File: src/rtl/l1_ahb_mtx_arb_m0.sv
// MI0 output-stage arbiter: grants the address phase to one input stage and tracks
// the data-phase owner. Grants hold through SEQ/BUSY beats and locked sequences.
module l1_ahb_mtx_arb_m0 #(
  parameter int NUM_IN = 3,
  parameter bit ARB_RR = 1'b1
) (
  input  logic                  HCLK,
  input  logic                  HRESET,
  input  logic [NUM_IN-1:0]     req_in,
  input  logic [2*NUM_IN-1:0]   trans_in,
  input  logic [NUM_IN-1:0]     lock_in,
  input  logic                  HREADYM,
  output logic [NUM_IN-1:0]     grant_out,
  output logic                  no_port,
  output logic [NUM_IN-1:0]     data_owner,
  output logic [NUM_IN-1:0]     active_out
);
  localparam int IW = $clog2(NUM_IN);

  logic [NUM_IN-1:0] grant_q, grant_d;
  logic              no_port_q, no_port_d;
  logic [NUM_IN-1:0] data_owner_q, data_owner_d;
  logic [IW-1:0]     last_idx_q, last_idx_d;
  logic              locked_q, locked_d;

  logic [NUM_IN-1:0] valid, cont;
  logic              hold, owner_lock, hi_found;
  logic [IW-1:0]     hi_win, lo_win, win;

  // valid = NONSEQ/SEQ; cont = owner wants to keep the bus (SEQ/BUSY or lock)
  for (genvar i = 0; i < NUM_IN; i++) begin : g_in
    assign valid[i] = req_in[i] & trans_in[2*i+1];
    assign cont[i]  = (req_in[i] & ((trans_in[2*i+1 -: 2] == 2'b11) |
                                    (trans_in[2*i+1 -: 2] == 2'b01))) | lock_in[i];
  end

  assign hold       = ~no_port_q & |(grant_q & cont);
  assign owner_lock = |(grant_q & lock_in);

  // Round-robin: lowest valid index above last_idx, else wrap to lowest valid overall
  always_comb begin
    hi_found = 1'b0;
    hi_win   = '0;
    lo_win   = '0;
    for (int i = 0; i < NUM_IN; i++) begin
      if (!hi_found && valid[i] && (IW'(i) > last_idx_q)) begin
        hi_found = 1'b1;
        hi_win   = IW'(i);
      end
    end
    for (int i = NUM_IN-1; i >= 0; i--) begin
      if (valid[i]) lo_win = IW'(i);
    end
    win = (ARB_RR && hi_found) ? hi_win : lo_win;
  end

  always_comb begin
    grant_d      = grant_q;
    no_port_d    = no_port_q;
    data_owner_d = data_owner_q;
    last_idx_d   = last_idx_q;
    locked_d     = locked_q;
    if (HREADYM) begin
      // The transfer whose address phase just completed moves into its data phase
      data_owner_d = no_port_q ? '0 : grant_q;
      if (hold || locked_q) begin
        grant_d = grant_q;
      end else if (|valid) begin
        grant_d    = NUM_IN'(1) << win;
        no_port_d  = 1'b0;
        last_idx_d = win;
      end else begin
        no_port_d = 1'b1;
      end
      if (!no_port_q && owner_lock) locked_d = 1'b1;
      else if (!owner_lock)         locked_d = 1'b0;
    end
  end

  always_ff @(posedge HCLK) begin
    if (HRESET) begin
      grant_q      <= NUM_IN'(1);
      no_port_q    <= 1'b1;
      data_owner_q <= '0;
      last_idx_q   <= IW'(NUM_IN-1);
      locked_q     <= 1'b0;
    end else begin
      grant_q      <= grant_d;
      no_port_q    <= no_port_d;
      data_owner_q <= data_owner_d;
      last_idx_q   <= last_idx_d;
      locked_q     <= locked_d;
    end
  end

  assign grant_out  = grant_q;
  assign no_port    = no_port_q;
  assign data_owner = data_owner_q;
  assign active_out = grant_q & {NUM_IN{~no_port_q}};
endmodule

File: config.mk
export PLATFORM = sky130hd
export DESIGN_NAME = l1_ahb_mtx_arb_m0
export DESIGN_NICKNAME = d
export VERILOG_FILES = /design/src/rtl/l1_ahb_mtx_arb_m0.sv
export SDC_FILE = /design/constraint.sdc
export NUM_CORES = 1
export LEC_CHECK = 0
export CAP_MARGIN = 0
export CORE_MARGIN = 1.5
export CORE_UTILIZATION = 30
export CTS_CLUSTER_SIZE = 10
export DETAILED_ROUTE_END_ITERATION = 10
export HOLD_SLACK_MARGIN = 0.08
export PLACE_DENSITY = 0.73
export SLEW_MARGIN = 25
export SYNTH_ARGS = -nofsm -noshare
export SYNTH_HDL_FRONTEND = slang
export SYNTH_SLANG_ARGS = --single-unit
File: constraint.sdc
create_clock -name HCLK -period 2.32 [get_ports HCLK]
set_clock_uncertainty 0.1 [all_clocks]
set_input_delay 0.232 -clock HCLK [delete_from_list [all_inputs] [get_ports HCLK]]
set_output_delay 0.232 -clock HCLK [all_outputs]
set_load 0.005 [all_outputs]
# Yosys cells after proc, flatten, opt, wreduce, memory -nomap -nowiden
# Index checks and enable logic that the tools add are counted.
# op_classes
n_lt_le_gt_ge	3
n_eq_ne	7
shift	1
muxes	13
bitwise	18
reduce_logical	16
# ops
operator	count
$mux 2	5
$and 3x3->3	3
$reduce_or 3->1	3
$and 1x1->1	7
$mux 1	7
$eq 2x1->1 const B	3
$eq 2x2->1 const B	3
$logic_and 1x1->1	6
$or 1x1->1	6
$gt 1x2->1 const A	2
$reduce_and 2->1	2
$logic_not 1->1	3
$mux 3	1
$reduce_and 3->1	1
$shl 1x2->3 const A	1
$gt 2x2->1 const A	1
$ne 2x1->1 const B	1
$not 1->1	2
$logic_or 1x1->1	1
# word_totals
register_bits	10
inputBits	15
out_inout_bits	10

# Longest topological paths before layout
# logic_depth
depth_word	13
ltp_mapped	5
depth_no_buf	4

# Worst setup path after synthesis
# No wires, ideal clock.
# synth_timing
kind	reg-to-reg
startpoint	register no_port_q, in the netlist no_port
endpoint	register grant_q[1], in the netlist grant_out[1]
setup_time_ps	121
t_arrival_ps	1502
required_ps	2099
setup_slack_ps	597
stages_incl_launch_ff	6
n_path_buf	1
period_less_slack_ps	1723
cell_sequence	dfxtp_1 -> nor2b_1 -> a22o_1 -> or3_1 -> buf_2 -> mux2_4
# synth_between
elab_chain_len	5
# synth_lines
element	line	text
from (decl)	21	logic no_port_q, no_port_d;
from (signal assigned)	89	no_port_q <= no_port_d;
$not 1->1	37	assign hold = ~no_port_q & |(grant_q & cont);
$and 1x1->1	37	
$logic_or 1x1->1	66	if (hold || locked_q) begin
$not 1->1 (no line)	--	
$reduce_and 3->1 (no line)	--	
to (signal assigned)	88	grant_q <= grant_d;
to (decl)	20	logic [NUM_IN-1:0] grant_q, grant_d;
# Every way passes these cells.
# A chain may end at the register's enable or synchronous reset.

# Worst setup path in the final report
# layout_timing
startpoint	input req_in[2]
endpoint	register last_idx_q[0]
# layout_between
elab_chain_len	8
elab_cells_between_ends	15
classes_between	mux (3); bitwise (6); reduce/logical (6)
# layout_lines
element	line	text
from (decl)	9	input logic [NUM_IN-1:0] req_in,
$and 1x1->1	33	assign cont[i] = (req_in[i] & ((trans_in[2*i+1 -: 2] == 2'b11) |
$or 1x1->1	34	(trans_in[2*i+1 -: 2] == 2'b01))) | lock_in[i];
$and 3x3->3	37	
$reduce_or 3->1	37	
$and 1x1->1	37	
$logic_or 1x1->1	66	
$not 1->1 (no line)	--	
$reduce_and 3->1 (no line)	--	
to (signal assigned)	85	last_idx_q <= IW'(NUM_IN-1);
to (signal assigned)	91	last_idx_q <= last_idx_d;
to (decl)	23	logic [IW-1:0] last_idx_q, last_idx_d;
# Several ways; a longest one is shown, not always the timed one.

==> flow_summary_export.csv <==
group,metric,value,unit
run_status,status,"completed",
global_route,antenna_found_initial,0,
min_path,holdCritPathClass,"reg2reg",
routing,postRouteAntennaNets,0,
power,power.density,518,mW/mm^2
sta,final-setup-viol-count,0,
logic_synthesis,netlist.area_leader.share,0.376,
worst_setup_path,crit_buf_inv,1,
clock_network,numCtsBuffers,3,
floorplanning,core-area,0.00169,mm^2
logic_synthesis,synthTopCellsByArea,"dfxtp_1 38%, mux2i_1 7.5%, mux2_4 5.6%",
final_layout,area_growth_syn_to_layout,56.2,%
routing,wl_per_cell,12.5,um
floorplanning,io_pins,25,
power,power.internal,331,uW
power,power_frac_comb,0.212,
worst_setup_path,cp.required,2.37,ns
power,p_sw,98.9,uW
logic_synthesis,seq_area_frac_synth,0.376,
sta,tns,0,ns
logic_synthesis,ys_seq_elements,10,
logic_synthesis,synth-async-reset-ratio,0,
sta,tightest_slew,0.396,ns
sta,fin_crit_sh,0.811,
clock_network,clock_latency,0.26,ns
worst_setup_path,worstPathArrival,1.93,ns
floorplanning,die_h,45.1,um
sta,finalMaxSlewViolations,0,
clock_network,root_buffer,"clkbuf_4",
final_layout,fin_area,831,um^2
floorplanning,rows,15,
sta,setup_slack,0.438,ns
placement,hpwlAfterDp,1.04,mm
final_layout,antenna_cells,0,
routing,drcViolationCount,0,
routing,vias,534,
routing,first_iter_violations,14,
floorplanning,dieArea,0.00203,mm^2
clock_network,hold_buffers,0,
logic_synthesis,synth.yosys.warnings,0,
routing,firstDrtPassIters,4,
global_route,gr-usage-all-layers,0.139,
logic_synthesis,synth_most_common_cell,"dfxtp_1",
clock_network,cts.sinks,10,
placement,post-place-ws,0.183,ns
floorplanning,start_util,0.315,
logic_synthesis,synthCells,59,
power,sequentialPowerShare,0.434,
global_route,grt_max_degree,13,
logic_synthesis,synth-edff-count,0,
placement,dp_cells,99,
final_layout,fin_cells,103,
sta,fin_crit,1.88,ns
worst_setup_path,cp_cell_sequence,"clkdlybuf4s50_1 -> a21o_1 -> a22o_1 -> or3_1 -> mux2_4",
power,p_sw_frac,0.230,
power,power_leakage,0.337,nW
placement,post_dp_cell_area,795,um^2
logic_synthesis,syn-num-nets,74,
sta,relSlewSlack,0.735,
logic_synthesis,syn-cell-area,532,um^2
clock_network,h-tree-depth,1,
logic_synthesis,synth_common_cells,"10 x dfxtp_1, 7 x nor2_1, 4 x a21oi_1, 4 x mux2i_1",
worst_setup_path,slowest_stage,"clkdlybuf4s50_1",
worst_setup_path,cp_top_family,"buffers and inverters",
clock_network,cts_tree,"built",
clock_network,cts_resized,0,
clock_network,postCtsSetupRepairBufs,0,
clock_network,cts.clk_slew.worst_paths,0.07,ns
power,vdd_drop_max,240,uV
placement,port_buffers,24,
worst_setup_path,critPathMaxStageDelay,0.46,ns
clock_network,cts_buffer_depth,2,
worst_setup_path,startpoint_type,"input port",
routing,finalWirelength,1.29,mm
global_route,grt_pass1_vias,502,
global_route,grt.overflow.total,0,
worst_setup_path,path_max_fanout,5,
floorplanning,die_w,45.1,um
logic_synthesis,synth.distinct_cells,28,
job,cap_viol_max_count,0,
worst_setup_path,rrSetupSlack,0.52,ns
power,clkPwrFrac,0.354,
routing,viasPerCell,5.18,
sta,hold_viol_final,0,
final_layout,final_nets,102,
global_route,grt_pass1_wl,2.04,mm
placement,place_congestion,0.660,
logic_synthesis,synth_top_cell_by_area,"dfxtp_1",
logic_synthesis,synthFlopType,"dfxtp_1",
worst_setup_path,crit_path_end_kind,"flip-flop",
worst_setup_path,critPathKind,"in2reg",
sta,max_clock_freq,531,MHz
final_layout,drive_above_1_share,0.105,
sta,rsz0062_at_grt,"false",
logic_synthesis,syn-mean-instance-area,9.01,um^2
[per-layer routing]
| layer | GRT usage | share of wire |
|---|---|---|
| met2 | 0.217 | 0.47 |
| met4 | 0.0882 | 0.012 |
| met3 | 0.0280 | 0.070 |
| met5 | 0 | 0 |
| met1 | 0.173 | 0.45 |
[sequential cells by signal, summed over array words and instances, names as in the netlist]
name,cells
data_owner,3
locked_q,1
no_port,1
last_idx_q,2
grant_out,3
[area by class of cell]
| class | instances | area (um^2) |
|---|---|---|
| Clock buffer | 4 | 36.3 |
| Timing Repair Buffer | 26 | 255 |
| Inverter | 3 | 11.3 |
| Tap cell | 17 | 21.3 |
| Multi-Input combinational cell | 43 | 307 |
| Fill cell | 169 | 858 |
| Sequential cell | 10 | 200 |
[placed cells by master (no fill, tap or decap), types with 2 or more instances in the layout]
cell type and n:
nor2b_1 3, buf_4 2, nand3b_1 2, mux2_4 2, a21o_1 3, nor2_1 7, clkdlybuf4s50_1 24, dfxtp_1 10
o31ai_1 2, a22oi_1 2, clkbuf_4 3, inv_1 2, a21oi_1 4, mux2i_1 4, nand2_1 2
[final timing paths]
kind	startpoint	endpoint	depth (start not counted)
worst max-delay path	req_in[2]	last_idx_q[0]	5
worst min-delay path	data_owner[0]	data_owner[0]	2
worst max register to register	no_port	last_idx_q[0]	4
worst min register to register	data_owner[0]	data_owner[0]	2
[stage by stage]
stage                     utilization  total power, mW  hold slack, ns
after global placement          0.470            0.282           0.376
after floorplan                     -            0.232           0.302
after detailed placement        0.470            0.282           0.388
after global routing            0.492            0.455           0.429
final                           0.492            0.430           0.394
after CTS                       0.492            0.437           0.405
[tightest hold or removal path, cell delays in order, from the launching register on]
cell and delay, ns:
dfxtp_1 0.33, mux2i_1 0.06, nor2_1 0.07
[power by group through the flow]
stage | combinational (mW) | clock (mW) | sequential (mW)
finish | 0.0912 | 0.152 | 0.187
CTS | 0.0918 | 0.158 | 0.187
global placement | 0.0911 | 0 | 0.191
global route | 0.100 | 0.167 | 0.188
detailed placement | 0.0913 | 0 | 0.191
floorplan | 0.0424 | 0 | 0.190
[logic make-up (layout without fill, tap and decap cells)]
kind of cell           Yosys count  count (layout)  share of synthesized area
multiplexers                     6               6                      0.132
buffers and inverters            6              33                     0.0470
AND/OR/NAND/NOR                 19              19                      0.202
AO/OA/AOI/OAI                   18              18                      0.242
flip-flops                      10              10                      0.376
No activity file was read; power rests on OpenSTA's default activity.
